## src/rtl/pacman_move_ctrl.sv

```systemverilog
// rtl/pacman_move_ctrl.sv - Pac-Man movement controller: step timing, turn buffer, lives and game states
module pacman_move_ctrl #(
   parameter int STEP_DIV    = 8,
   parameter int BUF_TICKS   = 4,
   parameter int NUM_LIVES   = 3,
   parameter int DEATH_TICKS = 6
) (
   input  logic       clk,
   input  logic       reset,
   input  logic       start,
   input  logic       win,
   input  logic       lose,
   input  logic [3:0] en,
   input  logic [3:0] req,
   output logic [3:0] move,
   output logic [1:0] heading,
   output logic       e_start,
   output logic       m_hold,
   output logic       dying,
   output logic       game_won,
   output logic       game_over,
   output logic [2:0] lives
);
   localparam int DIV_W = $clog2(STEP_DIV);
   localparam int AGE_W = $clog2(BUF_TICKS + 1);
   localparam int DTH_W = $clog2(DEATH_TICKS + 1);
   localparam logic [1:0] DIR_L = 2'd3;

   typedef enum logic [2:0] {
      S_START,
      S_HOLD,
      S_MOVE,
      S_DYING,
      S_WIN,
      S_OVER
   } state_t;

   state_t           state;
   logic [DIV_W-1:0] div_cnt;
   logic [DTH_W-1:0] death_cnt;
   logic [AGE_W-1:0] buf_age;
   logic [1:0]       buf_dir;
   logic             buf_valid;
   logic             start_q;

   logic             active;
   logic             tick;
   logic             start_rise;
   logic             buf_hit;
   logic             head_open;
   logic [1:0]       req_dir;

   // Direction code 0..3 (U,D,R,L) maps onto the {U,D,R,L} bit vectors MSB first.
   function automatic logic [3:0] dir_onehot(input logic [1:0] d);
      dir_onehot = 4'b1000 >> d;
   endfunction

   always_comb begin
      req_dir = 2'd3;
      if (req[3])
         req_dir = 2'd0;
      else if (req[2])
         req_dir = 2'd1;
      else if (req[1])
         req_dir = 2'd2;
   end

   assign active     = (state == S_HOLD) || (state == S_MOVE) || (state == S_DYING);
   assign tick       = active && (div_cnt == DIV_W'(STEP_DIV - 1));
   assign start_rise = start & ~start_q;
   assign buf_hit    = buf_valid && (|(en & dir_onehot(buf_dir)));
   assign head_open  = |(en & dir_onehot(heading));

   assign e_start   = (state == S_START);
   assign m_hold    = (state == S_HOLD);
   assign dying     = (state == S_DYING);
   assign game_won  = (state == S_WIN);
   assign game_over = (state == S_OVER);

   always_ff @(posedge clk or negedge reset) begin
      if (!reset) begin
         state     <= S_START;
         heading   <= DIR_L;
         lives     <= 3'(NUM_LIVES);
         buf_dir   <= 2'd0;
         buf_valid <= 1'b0;
         buf_age   <= '0;
         div_cnt   <= '0;
         death_cnt <= '0;
         move      <= 4'b0000;
         start_q   <= 1'b0;
      end else begin
         start_q <= start;
         move    <= 4'b0000;

         if (active)
            div_cnt <= tick ? '0 : div_cnt + DIV_W'(1);
         else
            div_cnt <= '0;

         case (state)
            S_START: begin
               buf_valid <= 1'b0;
               if (start_rise) begin
                  state   <= S_HOLD;
                  lives   <= 3'(NUM_LIVES);
                  heading <= DIR_L;
               end
            end

            S_HOLD, S_MOVE: begin
               if (lose) begin
                  state     <= S_DYING;
                  div_cnt   <= '0;
                  death_cnt <= '0;
                  buf_valid <= 1'b0;
                  if (lives != 3'd0)
                     lives <= lives - 3'd1;
               end else if (win) begin
                  state     <= S_WIN;
                  div_cnt   <= '0;
                  buf_valid <= 1'b0;
               end else begin
                  if (tick) begin
                     if (buf_hit) begin
                        heading   <= buf_dir;
                        move      <= dir_onehot(buf_dir);
                        buf_valid <= 1'b0;
                        if (state == S_HOLD) begin
                           state   <= S_MOVE;
                           div_cnt <= '0;
                        end
                     end else begin
                        if (buf_valid) begin
                           buf_age <= buf_age + AGE_W'(1);
                           if (buf_age == AGE_W'(BUF_TICKS - 1))
                              buf_valid <= 1'b0;
                        end
                        if (state == S_MOVE) begin
                           if (head_open)
                              move <= dir_onehot(heading);
                           else begin
                              state   <= S_HOLD;
                              div_cnt <= '0;
                           end
                        end
                     end
                  end
                  // The tick above used the old buffer; a press this cycle is latched afterwards.
                  if (|req) begin
                     buf_dir   <= req_dir;
                     buf_valid <= 1'b1;
                     buf_age   <= '0;
                  end
               end
            end

            S_DYING: begin
               if (tick) begin
                  if (death_cnt == DTH_W'(DEATH_TICKS - 1)) begin
                     death_cnt <= '0;
                     div_cnt   <= '0;
                     if (lives == 3'd0)
                        state <= S_OVER;
                     else begin
                        state   <= S_HOLD;
                        heading <= DIR_L;
                     end
                  end else begin
                     death_cnt <= death_cnt + DTH_W'(1);
                  end
               end
            end

            S_WIN, S_OVER: begin
               if (start_rise) begin
                  state     <= S_START;
                  buf_valid <= 1'b0;
               end
            end

            default: state <= S_START;
         endcase
      end
   end
endmodule

```

## config.mk

```make
export PLATFORM = sky130hd
export DESIGN_NAME = pacman_move_ctrl
export DESIGN_NICKNAME = d
export VERILOG_FILES = /design/src/rtl/pacman_move_ctrl.sv
export SDC_FILE = /design/constraint.sdc
export NUM_CORES = 1
export LEC_CHECK = 0
export CAP_MARGIN = 25
export CORE_MARGIN = 2
export CORE_UTILIZATION = 54
export CTS_BUF_LIST = sky130_fd_sc_hd__clkbuf_8
export DETAILED_ROUTE_END_ITERATION = 16
export PLACE_DENSITY = 0.81
export SLEW_MARGIN = 10
export SYNTH_ARGS = -nofsm -noshare
export SYNTH_HDL_FRONTEND = slang
export SYNTH_SLANG_ARGS = --single-unit
export TNS_END_PERCENT = 5
```

## constraint.sdc

```tcl
create_clock -name clk -period 2.3 [get_ports clk]
set_input_delay 0.345 -clock clk [delete_from_list [all_inputs] [get_ports clk]]
set_output_delay 0.345 -clock clk [all_outputs]
set_load 0.01 [all_outputs]
```

; After elaboration in Yosys (flattened, before gate mapping)
; Cells that the tools add are included.
[classes]
n_eq_ne = 25
addsub = 4
reduce_logical = 25
shift = 2
n_mux = 65
bitwise_logic = 6
[op_table]
columns = op, count
row1 = 3-bit two-way mux, 33
row2 = 4-bit two-way mux, 7
row3 = 2-bit two-way mux, 10
row4 = "5-bit != test, second input constant", 4
row5 = 3-bit one-hot mux with 2 select lines, 3
row6 = "2-bit != test, second input constant", 8
row7 = "3-bit equality test, second input constant", 4
row8 = 3-bit one-hot mux with 4 select lines, 1
row9 = 4-bit OR reduction, 3
row10 = "3-bit by 1-bit adder with 3-bit output, second input constant", 3
row11 = "3-bit by 2-bit equality test with 1-bit output, second input constant", 3
row12 = 1-bit two-way mux, 9
row13 = 9-bit AND reduction, 1
row14 = 3-bit nonzero test, 3
row15 = 4-bit AND, 2
row16 = "2-bit by 1-bit != test with 1-bit output, second input constant", 4
row17 = 4-bit AND reduction, 2
row18 = 8-bit AND reduction, 1
row19 = 2-bit nonzero test, 4
row20 = "4-bit by 2-bit >> shifter with 4-bit output, first input constant", 2
row21 = 3-bit logical NOT, 2
row22 = 2-bit one-hot mux with 3 select lines, 1
row23 = 3-bit AND reduction, 2
row24 = 6-bit AND reduction, 1
row25 = other kinds (9), 14
[word_totals]
word_cells = 137
register_bits = 25
in_bits = 13

; Logic depth before layout (Yosys ltp)
; Gate-level depths: netlist of run 1.
[depth]
depth_word = 13
ltp_mapped = 8
depth_no_buf = 7

; Worst setup path after synthesis of run 1
; Ideal clock, no wire load.
[synth_timing]
path_type = register -> register
startpoint = reg lives[0]
endpoint = reg lives[2]
period_less_slack_ps = 1800
path_buffers = 0
setup_ps = 121
stages_incl_launch_ff = 8
t_arrival_ps = 1679
required_ps = 2179
setup_slack_ps = 500
cell_sequence = dfstp_2 -> inv_1 -> ha_1 -> ha_1 -> nor2_1 -> a31oi_1 -> or3_1 -> a22o_1
[synth_via]
elab_chain_cells = 4
word_cells_on_any_way = 7
cone_classes = 1 x add/sub / 1 x eq/ne / 3 x mux / 2 x reduce/logical
[synth_lines]
columns = element, line
row1 = from (decl), 22  ; output logic [2:0] lives
row2 = from (signal assigned), 84  ; lives <= 3'(NUM_LIVES);
row3 = from (signal assigned), 106  ; lives <= 3'(NUM_LIVES);
row4 = from (signal assigned), 118  ; lives <= lives - 3'd1;
row5 = 3-bit by 1-bit subtractor with 3-bit output, 118
row6 = 3-bit two-way mux, 117  ; if (lives != 3'd0)
row7 = 3-bit two-way mux, 112  ; if (lose) begin
row8 = 3-bit one-hot mux with 2 select lines, 101  ; case (state)
; Several ways; a longest one is shown, not always the timed one. The select of a mux whose other input is x is not followed.
; A chain may end at the register's enable or synchronous reset.

; Worst setup path in the final report of run 1
[layout_timing]
startpoint = reg state[0]
endpoint = out dying
[layout_via]
elab_chain_cells = 1
[layout_lines]
columns = element, line
row1 = from (decl), 38  ; state_t state;
row2 = from (signal assigned), 82  ; state <= S_START;
row3 = from (signal assigned), 105  ; state <= S_HOLD;
row4 = from (signal assigned), 113  ; state <= S_DYING;
row5 = 3-bit by 2-bit equality test with 1-bit output, 76  ; assign dying = (state == S_DYING);
row6 = to (decl), 19  ; output logic dying,
; Every way passes these cells.

==> load_flow_metrics.sql, run 1 <==
INSERT INTO impl_metrics (metric_group, metric, value, unit) VALUES
('global_route', 'grt_busiest_layer', 'met2', ''),
('floorplan', 'fp-row-count', '19', ''),
('routing', 'num_vias', '1284', ''),
('synthesis', 'ys_ff_latch', '25', ''),
('clock_network', 'path_clk_slew', '0.09', 'ns'),
('floorplan', 'die_w', '56.8', 'µm'),
('floorplan', 'die-height', '56.8', 'µm'),
('worst_hold_path', 'timing.hold.worst.class', 'in -> async', ''),
('clock_network', 'h-tree-depth', '1', ''),
('routing', 'detailed_route_vias_per_instance', '5.94', ''),
('floorplan', 'ios', '27', ''),
('synthesis', 'postSynth.asyncResetShare', '100', '%'),
('global_route', 'maximum_number_of_pins_on_one_net_before_global_route_repair', '16', ''),
('power_and_ir_drop', 'peakVddDrop', '0.000675', 'V'),
('place', 'gp_congestion', '0.958', ''),
('floorplan', 'full_die_area', '3230', 'µm²'),
('sta', 'post_route_worst_setup_slack', '0.102', 'ns'),
('sta', 'timing.fmax', '455', 'MHz'),
('sta', 'rsz0062_at_grt', 'no', ''),
('synthesis', 'netlist_instances', '151', ''),
('outcome', 'outcome', 'completed', ''),
('place', 'dp_cells', '211', ''),
('clock_network', 'cts_buffer_depth', '2', ''),
('clock_network', 'insertion_delay', '0.27', 'ns'),
('sta', 'post-route-period-util', '95.6', '%'),
('sta', 'slew_headroom', '60.2', '%'),
('global_route', 'wire_length_of_the_first_global_routing_pass', '5930', 'µm'),
('global_route', 'grt_antenna_before_repair', '0', ''),
('clock_network', 'cts_buffer_count', '3', ''),
('synthesis', 'post_synth_most_frequent_cells', '21 x sky130_fd_sc_hd__dfrtp_1, 11 x sky130_fd_sc_hd__a21oi_1, 10 x sky130_fd_sc_hd__nor2_1', ''),
('cells_and_area', 'antennaDiodeCount', '0', ''),
('sta', 'hold_viol', '0', ''),
('global_route', 'grt_overflow_total', '0', ''),
('synthesis', 'synth.most_common_cell', 'sky130_fd_sc_hd__dfrtp_1', ''),
('sta', 'timing.final.setup_violations', '0', ''),
('setup_path', 'critPathKind', 'reg -> out', ''),
('synthesis', 'seq_area_frac_synth', '41.9', '%'),
('clock_network', 'clock_tree_from_tritoncts', 'built', ''),
('sta', 'fin_worst_skew', '0.00196', 'ns'),
('setup_path', 'setup.worst_path.start_class', 'flop', ''),
('synthesis', 'netlist-cell-type-count', '49', ''),
('place', 'port-buffer-count', '26', ''),
('setup_path', 'timing.critical_path.fanout_max', '7', ''),
('synthesis', 'syn_area', '1510', 'µm²'),
('setup_path', 'worst_setup_path_end_kind', 'output port', ''),
('routing', 'initialDrtViolationCount', '41', ''),
('routing', 'finalWirelength', '3350', 'µm'),
('global_route', 'grt.met1_usage', '30.7', '%'),
('clock_network', 'numClockSinks', '25', ''),
('cells_and_area', 'post_layout_nonfiller_instances', '216', ''),
('global_route', 'number_of_global_route_vias_before_repair', '1280', ''),
('synthesis', 'synth_top_area_share', '34.9', '%'),
('routing', 'drcViolationCount', '0', ''),
('synthesis', 'synth_flop_cell', 'sky130_fd_sc_hd__dfrtp_1', ''),
('synthesis', 'synthDominantAreaCellType', 'sky130_fd_sc_hd__dfrtp_1', ''),
('routing', 'wire_per_inst', '15.5', 'µm'),
('setup_path', 'wp_data_arrival', '1.85', 'ns'),
('global_route', 'groute.layer.met2.usage', '39.5', '%'),
('cells_and_area', 'final_layout_size_suffix_gt1_share', '17.3', '%'),
('power_and_ir_drop', 'static-leakage-power', '0.826', 'nW'),
('job', 'maxCapViolations', '0', ''),
('sta', 'period_needed', '2.20', 'ns'),
('synthesis', 'number_of_warnings_printed_during_yosys_synthesis', '0', ''),
('sta', 'final-max-slew-violation-count', '0', ''),
('routing', 'drtPass1Iterations', '4', ''),
('sta', 'worst-slew-pin-transition', '0.595', 'ns'),
('routing', 'detail-route-antenna-nets', '0', ''),
('synthesis', 'postSynthNetCount', '170', ''),
('cells_and_area', 'layout_overhead_on_the_synthesized_area', '25.4', '%'),
('synthesis', 'syn_avg_cell_area', '9.97', 'µm²'),
('clock_network', 'ctsRootBufferMaster', 'sky130_fd_sc_hd__clkbuf_8', '');
-- per-layer routing --
layer	wire, µm	vias to the layer above
met5	0	-
met3	124	7
met4	49	0
met2	1660	36
li1	-	626
met1	1520	615
-- sequential cells by signal, indices dropped and copies added, names as in the netlist --
name / cells
start_q: 1
buf_valid: 1
buf_dir: 2
heading: 2
buf_age: 3
div_cnt: 3
state: 3
death_cnt: 3
move: 4
lives: 3
-- power by group --
group / internal [W] / total (W) / switching (W)
Combinational: 0.000416 / 0.000864 / 0.000448
Sequential: 0.000524 / 0.000621 / 0.0000965
Clock: 0.000119 / 0.000257 / 0.000137
-- cells in the final DEF (no fill, tap or decap), drive strengths merged, types with 2 or more instances in the layout --
cell type and instances:
or3 6, nand2 8, o22a 2, ha 6, nand3b 2, clkbuf 3
nand4b 3, mux2 4, o22ai 2, buf 8, dfstp 4, a22o 4
nor3 8, o21ai 7, a21oi 12, dfrtp 21, nand3 5, clkdlybuf4s50 26
nor2b 3, nor2 11, mux2i 4, inv 12, a22oi 2, and2 3
-- cells by family after synthesis --
| group | synth area share, % |
|---|---|
| flops | 41.9 |
| fa+ha+maj | 4.99 |
| compound gates | 19.0 |
| simple gates | 20.8 |
| mux | 7.90 |
| buf+inv | 4.32 |
| xor+xnor | 1.08 |
-- per-stage QoR --
stage	utilization, %	cell area, µm²	power (W)	hold WS, ns
global route	69.7	1890	0.00187	0.483
finish	69.7	1890	0.00174	0.447
global placement	67.6	1830	0.00144	0.427
CTS	69.3	1880	0.00172	0.460
floorplan	-	1510	0.00120	0.0494
detailed placement	67.6	1830	0.00146	0.447
-- final timing paths --
check	start	endpoint	slack, ns	depth (start not counted)
max	state[0]$_DFFE_PN0P_	dying	0.10	4
min	reset	lives[2]$_DFFE_PN0P_	0.45	1
max reg2reg	buf_dir[1]$_DFFE_PN0P_	state[0]$_DFFE_PN0P_	0.33	5
min reg2reg	div_cnt[0]$_DFF_PN0_	div_cnt[0]$_DFF_PN0_	0.46	1
max in group asynchronous	reset	state[1]$_DFFE_PN0P_	1.23	2
min in group clk	div_cnt[0]$_DFF_PN0_	div_cnt[0]$_DFF_PN0_	0.46	1
-- layout make-up --
cell class,instances,area [µm²]
clock buffers,3,41.3
clock inverters,1,3.75
fillers,223,822
inverters,11,41.3
multi-input cells,111,810
flip-flops and latches,25,633
well taps,31,38.8
repair buffers,34,320
-- worst max-delay path, cell delays in order, from the launching register on --
cell and delay (ns):
sky130_fd_sc_hd__dfrtp_2 0.46, sky130_fd_sc_hd__inv_2 0.09, sky130_fd_sc_hd__or3_4 0.36, sky130_fd_sc_hd__inv_2 0.13, sky130_fd_sc_hd__clkdlybuf4s50_1 0.55
-- repair_timing --
action,in CTS,in global routing
gates resized for setup,1,1
hold buffers,0,0
endpoints found under the setup margin,1,1
setup buffers,0,1
Note: power is estimated with default switching activity, not from simulation.
==> inputs of run 2 (changes only) <==
- CORE_UTILIZATION: 54 -> 45
- PLACE_DENSITY: 0.81 -> 0.69
- SETUP_SLACK_MARGIN: not set -> 0.2
==> load_flow_metrics.sql, run 2 (synthesized netlist as in run 1, its figures left out) <==
INSERT INTO impl_metrics (metric_group, metric, value, unit) VALUES
('cells_and_area', 'antennaDiodeCount', '0', ''),
('setup_path', 'critPathKind', 'reg -> out', ''),
('place', 'port-buffer-count', '26', ''),
('clock_network', 'path_clk_slew', '0.08', 'ns'),
('cells_and_area', 'final_layout_size_suffix_gt1_share', '17.4', '%'),
('power_and_ir_drop', 'power.switching_fraction', '38.7', '%'),
('sta', 'slew_headroom', '73.6', '%'),
('sta', 'timing.final.setup_violations', '0', ''),
('floorplan', 'initial_utilization', '48.1', '%'),
('sta', 'post_route_worst_setup_slack', '0.301', 'ns'),
('routing', 'wire_per_inst', '14.0', 'µm'),
('clock_network', 'clock_tree_from_tritoncts', 'built', ''),
('power_and_ir_drop', 'comb_power_share', '49.6', '%'),
('setup_path', 'setup.worst_path.start_class', 'flop', ''),
('cells_and_area', 'final_cell_mix', '25 x sky130_fd_sc_hd__clkdlybuf4s50_1, 19 x sky130_fd_sc_hd__dfrtp_1, 11 x sky130_fd_sc_hd__a21oi_1, 10 x sky130_fd_sc_hd__inv_1, 10 x sky130_fd_sc_hd__nor2_1', ''),
('floorplan', 'full_die_area', '3820', 'µm²'),
('power_and_ir_drop', 'cellPowerDensity', '901', 'nW/µm²'),
('clock_network', 'cts_buffer_count', '3', ''),
('cells_and_area', 'largest-register', 'move', ''),
('cells_and_area', 'postLayoutCoreUtil', '60.8', '%'),
('power_and_ir_drop', 'proportion_of_power_drawn_by_flip_flops_and_latches', '35.8', '%'),
('routing', 'finalWirelength', '3180', 'µm'),
('place', 'gp_congestion', '0.959', ''),
('routing', 'drtPass1Iterations', '4', ''),
('setup_path', 'timing.critical_path.fanout_max', '7', ''),
('global_route', 'wire_length_of_the_first_global_routing_pass', '5350', 'µm'),
('global_route', 'grt_antenna_before_repair', '0', ''),
('cells_and_area', 'nets', '204', ''),
('floorplan', 'die_w', '61.8', 'µm'),
('clock_network', 'numClockSinks', '25', ''),
('floorplan', 'ios', '27', ''),
('routing', 'detail-route-antenna-nets', '0', ''),
('routing', 'drcViolationCount', '0', ''),
('global_route', 'global_route.usage.total', '18.9', '%'),
('sta', 'final-max-slew-violation-count', '0', ''),
('power_and_ir_drop', 'peakVddDrop', '0.000561', 'V'),
('sta', 'period_needed', '2.00', 'ns'),
('place', 'worst_setup_timing_slack_at_the_placement_stage', '0.132', 'ns'),
('floorplan', 'design.core.area', '3130', 'µm²'),
('global_route', 'grt_overflow_total', '0', ''),
('setup_path', 'worst_r2r_startpoint', 'heading[0]$_DFFE_PN1P_', ''),
('sta', 'fin_worst_skew', '0.00119', 'ns'),
('cells_and_area', 'post_layout_nonfiller_instances', '228', ''),
('power_and_ir_drop', 'static-leakage-power', '0.827', 'nW'),
('sta', 'post-route-period-util', '86.9', '%'),
('clock_network', 'cts.hold.buffers_added', '0', ''),
('clock_network', 'insertion_delay', '0.27', 'ns'),
('sta', 'worst-slew-pin-transition', '0.396', 'ns'),
('sta', 'rsz0062_at_grt', 'no', ''),
('place', 'post-dp-hpwl', '2540', 'µm'),
('setup_path', 'worst_setup_path_end_kind', 'output port', ''),
('sta', 'finalHoldWorstSlack', '0.430', 'ns'),
('job', 'maxCapViolations', '0', ''),
('clock_network', 'ctsRootBufferMaster', 'sky130_fd_sc_hd__clkbuf_8', ''),
('sta', 'hold_viol', '0', ''),
('sta', 'timing.fmax', '500', 'MHz'),
('setup_path', 'cp_data_required_time', '1.96', 'ns'),
('routing', 'num_vias', '1285', ''),
('clock_network', 'cts_buffer_depth', '2', ''),
('routing', 'detailed_route_vias_per_instance', '5.64', ''),
('setup_path', 'wp_data_arrival', '1.65', 'ns'),
('cells_and_area', 'largest_reg_flops', '4', ''),
('worst_hold_path', 'timing.hold.worst.class', 'in -> async', ''),
('routing', 'initialDrtViolationCount', '42', ''),
('global_route', 'number_of_global_route_vias_before_repair', '1226', ''),
('global_route', 'maximum_number_of_pins_on_one_net_before_global_route_repair', '26', ''),
('floorplan', 'fp-row-count', '20', ''),
('floorplan', 'die-height', '61.8', 'µm'),
('sta', 'finalSetupTns', '0', 'ns'),
('clock_network', 'h-tree-depth', '1', ''),
('cells_and_area', 'layout_overhead_on_the_synthesized_area', '26.3', '%'),
('power_and_ir_drop', 'p_switching', '0.000663', 'W'),
('clock_network', 'post_cts_buffers', '0', ''),
('cells_and_area', 'final_common_cell', 'sky130_fd_sc_hd__clkdlybuf4s50_1', ''),
('power_and_ir_drop', 'internal_power_component', '0.00105', 'W'),
('power_and_ir_drop', 'share_clk_of_total_power', '14.6', '%'),
('outcome', 'outcome', 'completed', ''),
('setup_path', 'cp-startpoint', 'state[1]$_DFFE_PN0P_', ''),
('place', 'dp_cells', '224', ''),
('setup_path', 'setup.reg_to_reg.worst_slack', '0.38', 'ns');
run 2: critical path: stages, from the launching register on:
cell	delay (ns)
sky130_fd_sc_hd__dfrtp_1	0.38
sky130_fd_sc_hd__buf_4	0.16
sky130_fd_sc_hd__nor2_1	0.17
sky130_fd_sc_hd__and2_1	0.15
sky130_fd_sc_hd__clkdlybuf4s50_1	0.52
run 2: final timing paths:
check,end,depth (start not counted)
max in group asynchronous,heading[0]$_DFFE_PN1P_,2
min in group clk,div_cnt[0]$_DFF_PN0_,1
min reg2reg,div_cnt[0]$_DFF_PN0_,1
max reg2reg,state[0]$_DFFE_PN0P_,5
max,game_won,4
min,lives[2]$_DFFE_PN0P_,2
run 2: cell type report:
class | instances | area (µm²)
Inverter | 11 | 41.3
Sequential cell | 25 | 633
Clock inverter | 1 | 3.75
Fill cell | 265 | 1230
Multi-Input combinational cell | 111 | 815
Tap cell | 44 | 55.1
Timing Repair Buffer | 33 | 312
Clock buffer | 3 | 41.3
run 2: what timing repair did:
item	CTS	global route
endpoints found under the hold margin	0	0
gates resized for setup	3	1
pin swaps	0	0
endpoints found under the setup margin	1	1
run 2: per-layer routing:
| metal | track usage, % | wire length (µm) | vias to the layer above | part of all wire, % |
|---|---|---|---|---|
| li1 | - | - | 621 | - |
| met1 | 22.9 | 1370 | 622 | 43 |
| met2 | 32.9 | 1610 | 33 | 51 |
| met3 | 4.76 | 158 | 9 | 5.0 |
| met4 | 6.08 | 44 | 0 | 1.4 |
| met5 | 0 | 0 | - | 0 |
run 2: power by group through the flow:
stage	sequential, W	clock, W	combinational, W
2_1_floorplan	0.000589	0	0.000612
3_3_place_gp	0.000613	0	0.000826
3_5_place_dp	0.000616	0	0.000845
4_1_cts	0.000611	0.000261	0.000846
5_1_grt	0.000627	0.000280	0.000942
6_report	0.000613	0.000250	0.000850
run 2: per-stage QoR:
| stage | instance area (µm²) | power [W] |
|---|---|---|
| final | 1900 | 0.00171 |
| after global placement | 1850 | 0.00144 |
| after CTS | 1900 | 0.00172 |
| after detailed placement | 1850 | 0.00146 |
| after floorplan | 1510 | 0.00120 |
| after global routing | 1900 | 0.00185 |
==> patch 1, RTL diff (flow settings as in run 2) <==
Set the parameter `BUF_TICKS` to 8 (it was 4).
--- a/src/rtl/pacman_move_ctrl.sv
+++ b/src/rtl/pacman_move_ctrl.sv
@@ -1,7 +1,7 @@
 // rtl/pacman_move_ctrl.sv - Pac-Man movement controller: step timing, turn buffer, lives and game states
 module pacman_move_ctrl #(
    parameter int STEP_DIV    = 8,
-   parameter int BUF_TICKS   = 4,
+   parameter int BUF_TICKS   = 8,
    parameter int NUM_LIVES   = 3,
    parameter int DEATH_TICKS = 6
 ) (
Formal check against the unedited RTL: same outputs for any inputs over 10 cycles, from zero or initial values and one cycle with reset low; that may be too few to reach the edited logic, so the function may still have changed.
==> patch 1 against run 2 <==
Core utilization shrank 3.7 points; first-iteration DRC count grew 57%; largest power group unchanged; non-clock buffer count shrank 2; sequential power up 15%; critical path type unchanged; sequential cell count grew 1; design area rose by 8.2%; combinational power up 21%; wire length increased by 19%; power up 18%; area after synthesis is 10% higher; clock skew grew 0.0057 ns; worst setup slack got worse by 0.042 ns.
==> patch 1: results (changes against run 2) <==
met1 Use GR 0.235 (+0.00594); first-pass GRT wire length 6620 um (+24%); run status complete, no violations; fin nets 218 (+6.9%); Total GRT Usage 0.199 (+0.0103); Resized Gates After CTS 1 (-2); Placer Congestion 0.854 (-11%); Placed Area 0.00198 mm2 (+6.8%); met2 usage 0.361 (+0.0315); worst r2r src lives[0]; global-route met3 utilization 0.0347 (-0.0129); Synth top cells by count dfrtp_1 (22), nand2_1 (15), a21oi_1 (12); DRT met1 WL 1600 um (+17%); Max FO, Critical Path 12 (+5); syn_area_per_cell 9.65 um2 (-3.2%); maximum VDD drop 0.468 mV (-17%); share of layout cells above drive strength 1 0.171 (-0.00306); ranking of synthesized cells by area dfrtp_1 (33%), dfstp_2 (6.3%), ha_1 (3.8%), a21oi_1 (3.6%), nand2_1 (3.4%); drt wl/cell 15.3 um (+9.8%); largest net degree at the start of global routing 27 (+3.8%); Worst Tran Pin Value 0.392 ns (-0.00408 ns); Clock Skews 0.00687 ns (+0.00568 ns); CP max stage delay 0.55 ns (+0.03 ns); Lkg Pwr 0.857 nW (+3.6%); placed cells 243 (+8.5%); post-detailed-routing wire length 3790 um (+19%); Worst Setup SP state[2]; post-DP HPWL 2910 um (+15%); Seq/Total Area, Yosys 0.395 (-0.0241); via count 1460 (+14%); Cell variety after synth 55 (+12%)
==> patch 1: cell count changes after synthesis, moves of 3 or more <==
cell | before | now
o31ai_1 | 0 | 3
nand2_1 | 8 | 15
nand3_1 | 5 | 10
inv_1 | 9 | 6
nor3_1 | 8 | 5
buf_2 | 1 | 4
or2_1 | 0 | 4
o21ai_0 | 7 | 1
or3_1 | 5 | 1
nand2b_1 | 1 | 4
o21ai_1 | 0 | 8
==> patch 1: report_power, final <==
group | switching, mW | internal (mW)
registers | 0.151 | 0.551
clock network | 0.140 | 0.153
logic | 0.519 | 0.508
==> patch 1: path summary, 6_finish.rpt <==
path / end / slack [ns] / cells past startpoint
max in group asynchronous: lives[0] / 1.56 / 2
min in group clk: buf_age[3] / 0.50 / 1
setup / recovery: dying / 0.26 / 2
hold / removal: move[3] / 0.44 / 2
hold reg to reg: buf_age[3] / 0.50 / 1
setup reg to reg: lives[2] / 0.31 / 6
==> patch 1: final cells by class <==
| type | instances | area, um2 | area share |
|---|---|---|---|
| clock buffer | 4 | 55.1 | 0.0268 |
| inverter | 7 | 26.3 | 0.0128 |
| multi-input combinational | 131 | 960 | 0.467 |
| sequential | 26 | 658 | 0.320 |
| tap | 48 | 60.1 | 0.0292 |
| timing repair buffer | 31 | 298 | 0.145 |
==> patch 1: kinds of logic (layout without fill, tap and decap cells) <==
kind of cell | Yosys count | after routing | synth area share
adder cells (fa/ha/maj) | 5 | 5 | 0.0377
buffers and inverters | 15 | 42 | 0.0414
XOR/XNOR | 1 | 1 | 0.00528
AO/OA/AOI/OAI | 45 | 45 | 0.215
flip-flops | 26 | 26 | 0.395
AND/OR/NAND/NOR | 71 | 71 | 0.234
multiplexers | 9 | 9 | 0.0716
==> patch 2, RTL diff (config.mk and constraints of run 2) <==
Without the edit above. The 6 states of `state_t` get a one-hot encoding in 6 bits.
--- a/src/rtl/pacman_move_ctrl.sv
+++ b/src/rtl/pacman_move_ctrl.sv
@@ -26,13 +26,13 @@
    localparam int DTH_W = $clog2(DEATH_TICKS + 1);
    localparam logic [1:0] DIR_L = 2'd3;
 
-   typedef enum logic [2:0] {
-      S_START,
-      S_HOLD,
-      S_MOVE,
-      S_DYING,
-      S_WIN,
-      S_OVER
+   typedef enum logic [5:0] {
+      S_START = 6'b000001,
+      S_HOLD  = 6'b000010,
+      S_MOVE  = 6'b000100,
+      S_DYING = 6'b001000,
+      S_WIN   = 6'b010000,
+      S_OVER  = 6'b100000
    } state_t;
 
    state_t           state;
Behaviour: no difference found for any inputs over 10 cycles, from zero or initial values and one cycle with reset low; not proved beyond that.
==> patch 2 against run 2 <==
Power is 9.2% higher; first-iteration DRC count is 93% higher; combinational power is 7.3% higher; area after synthesis is 17% higher; design area is 16% higher; wire length is 33% higher; hold slack better by 0.015 ns; critical path depth is 3 higher; core utilization is 1.2 points lower; worst setup slack worse by 0.19 ns; register-to-register slack worse by 0.27 ns; cell count is 17% higher; sequential cell count is 3 higher; critical path type is now register to register; highest routed layer unchanged.
==> patch 2: results (changes against run 2) <==
run status complete, no violations; switch share 0.372 (-0.0156); post-DP HPWL 3270 um (+29%); initial antenna violation count 0 (unchanged); Lkg Pwr 1.01 nW (+22%); first-pass GRT wire length 7310 um (+37%); Slew headroom 0.566 (-0.170); placed cells 261 (+17%); syn_nets 197 (+16%); Seq/Total Area, Yosys 0.403 (-0.0160); Hold Path Class input pin to asynchronous set/reset pin; ranking of synthesized cells by area dfrtp_1 (33%), dfstp_2 (7.5%), ha_1 (4.3%), mux2i_1 (3.4%), inv_1 (3.4%); Internal Power 1.17 mW (+12%); Root Buffer clkbuf_8; vias per cell 5.67 (+0.61%); Total GRT Usage 0.218 (+0.0288); predominant post-synthesis flop cell dfrtp_1; share of layout cells above drive strength 1 0.233 (+0.0590); P_seq 0.688 mW (+12%); biggest regs state (6), move (4); synth warn 0 (unchanged); maximum VDD drop 0.470 mV (-16%); Clock Skews 0.00569 ns (+0.00450 ns); # diodes 0 (unchanged); Synth top cells by count dfrtp_1 (23), inv_1 (16), nor2_1 (15); initial DRC count 81 (+93%); port bufs 26 (unchanged); post-detailed-routing wire length 4230 um (+33%); worst r2r src state[0]; WS Path Type register to register; cell count after synthesis 178 (+18%); Worst path slowest cell dfstp_2; Cell variety after synth 63 (+29%); largest net degree at the start of global routing 29 (+12%); Placer Congestion 0.882 (-8.0%); asr flop ratio synth 1.00 (unchanged); fin nets 239 (+17%); Max FO, Critical Path 5 (-2); first-pass iteration count of the detailed router 4 (unchanged); Worst EP arrival 2.34 ns (+0.69 ns); clock buffers created by TritonCTS 3 (unchanged); Clk Latency, worst-skew pair ~0.28 ns; CP max stage delay 0.54 ns (+0.02 ns); number of global-route vias before repair 1559 (+27%); Clk. pwr 0.269 mW (+8%); clock transition at the registers of the reported paths 0.09 ns; Max H-tree Level 1 (unchanged); clock buffer depth 2 (unchanged); Cell Count, Final, Fillers Out 267 (+17%); Placed Area 0.00214 mm2 (+16%)
[patch 2: worst paths after layout]
path                              end  slack, ns  depth (start not counted)
max in group asynchronous    lives[1]       1.55                          2
min in group clk           div_cnt[0]       0.46                          1
max                          state[1]       0.11                          7
min                        buf_age[1]       0.44                          2
max reg2reg                  state[1]       0.11                          7
min reg2reg                div_cnt[0]       0.46                          1
[patch 2: layer usage]
metal,GRT usage,vias to the layer above,routed length (um)
met3,0.0221,9,161
met2,0.369,42,2140
met5,0,-,0
met4,0.0765,0,83
met1,0.288,726,1850
li1,-,737,-
[patch 2: cell families (layout without fill, tap and decap cells)]
group | Yosys count | in the layout | synth area share
simple gates | 65 | 65 | 0.220
mux | 10 | 10 | 0.0599
xor+xnor | 1 | 1 | 0.00499
flops | 28 | 28 | 0.403
compound gates | 45 | 45 | 0.208
buf+inv | 23 | 64 | 0.0606
fa+ha+maj | 6 | 6 | 0.0428
[patch 2: timing repair]
item                                    4_1_cts  5_1_grt
gates resized for setup                      10        1
endpoints found under the setup margin       11       21
pin swaps                                     2        2
setup buffers                                 2        0
hold buffers                                  0        0
[patch 2: area by class of cell]
cell class | instances | area [um2]
clock buffer | 3 | 41.3
clock inverter | 1 | 3.75
fill | 349 | 1500
inverter | 17 | 65.1
multi-input combinational | 127 | 953
sequential | 28 | 707
tap | 48 | 60.1
timing repair buffer | 43 | 383
[patch 2: critical path: cells and delay by family, from the launching register on]
kind            cells  cell delay, ns
flops               1            0.54
buf+inv             2            0.35
compound gates      3            0.37
simple gates        2            0.82
[patch 2: stage by stage]
stage / setup WS, ns / hold WS (ns)
3_3_place_gp: 0.0752 / 0.433
4_1_cts: 0.123 / 0.458
3_5_place_dp: 0.0247 / 0.460
2_1_floorplan: 0.334 / 0.0494
5_1_grt: 0.0691 / 0.475
6_report: 0.114 / 0.445
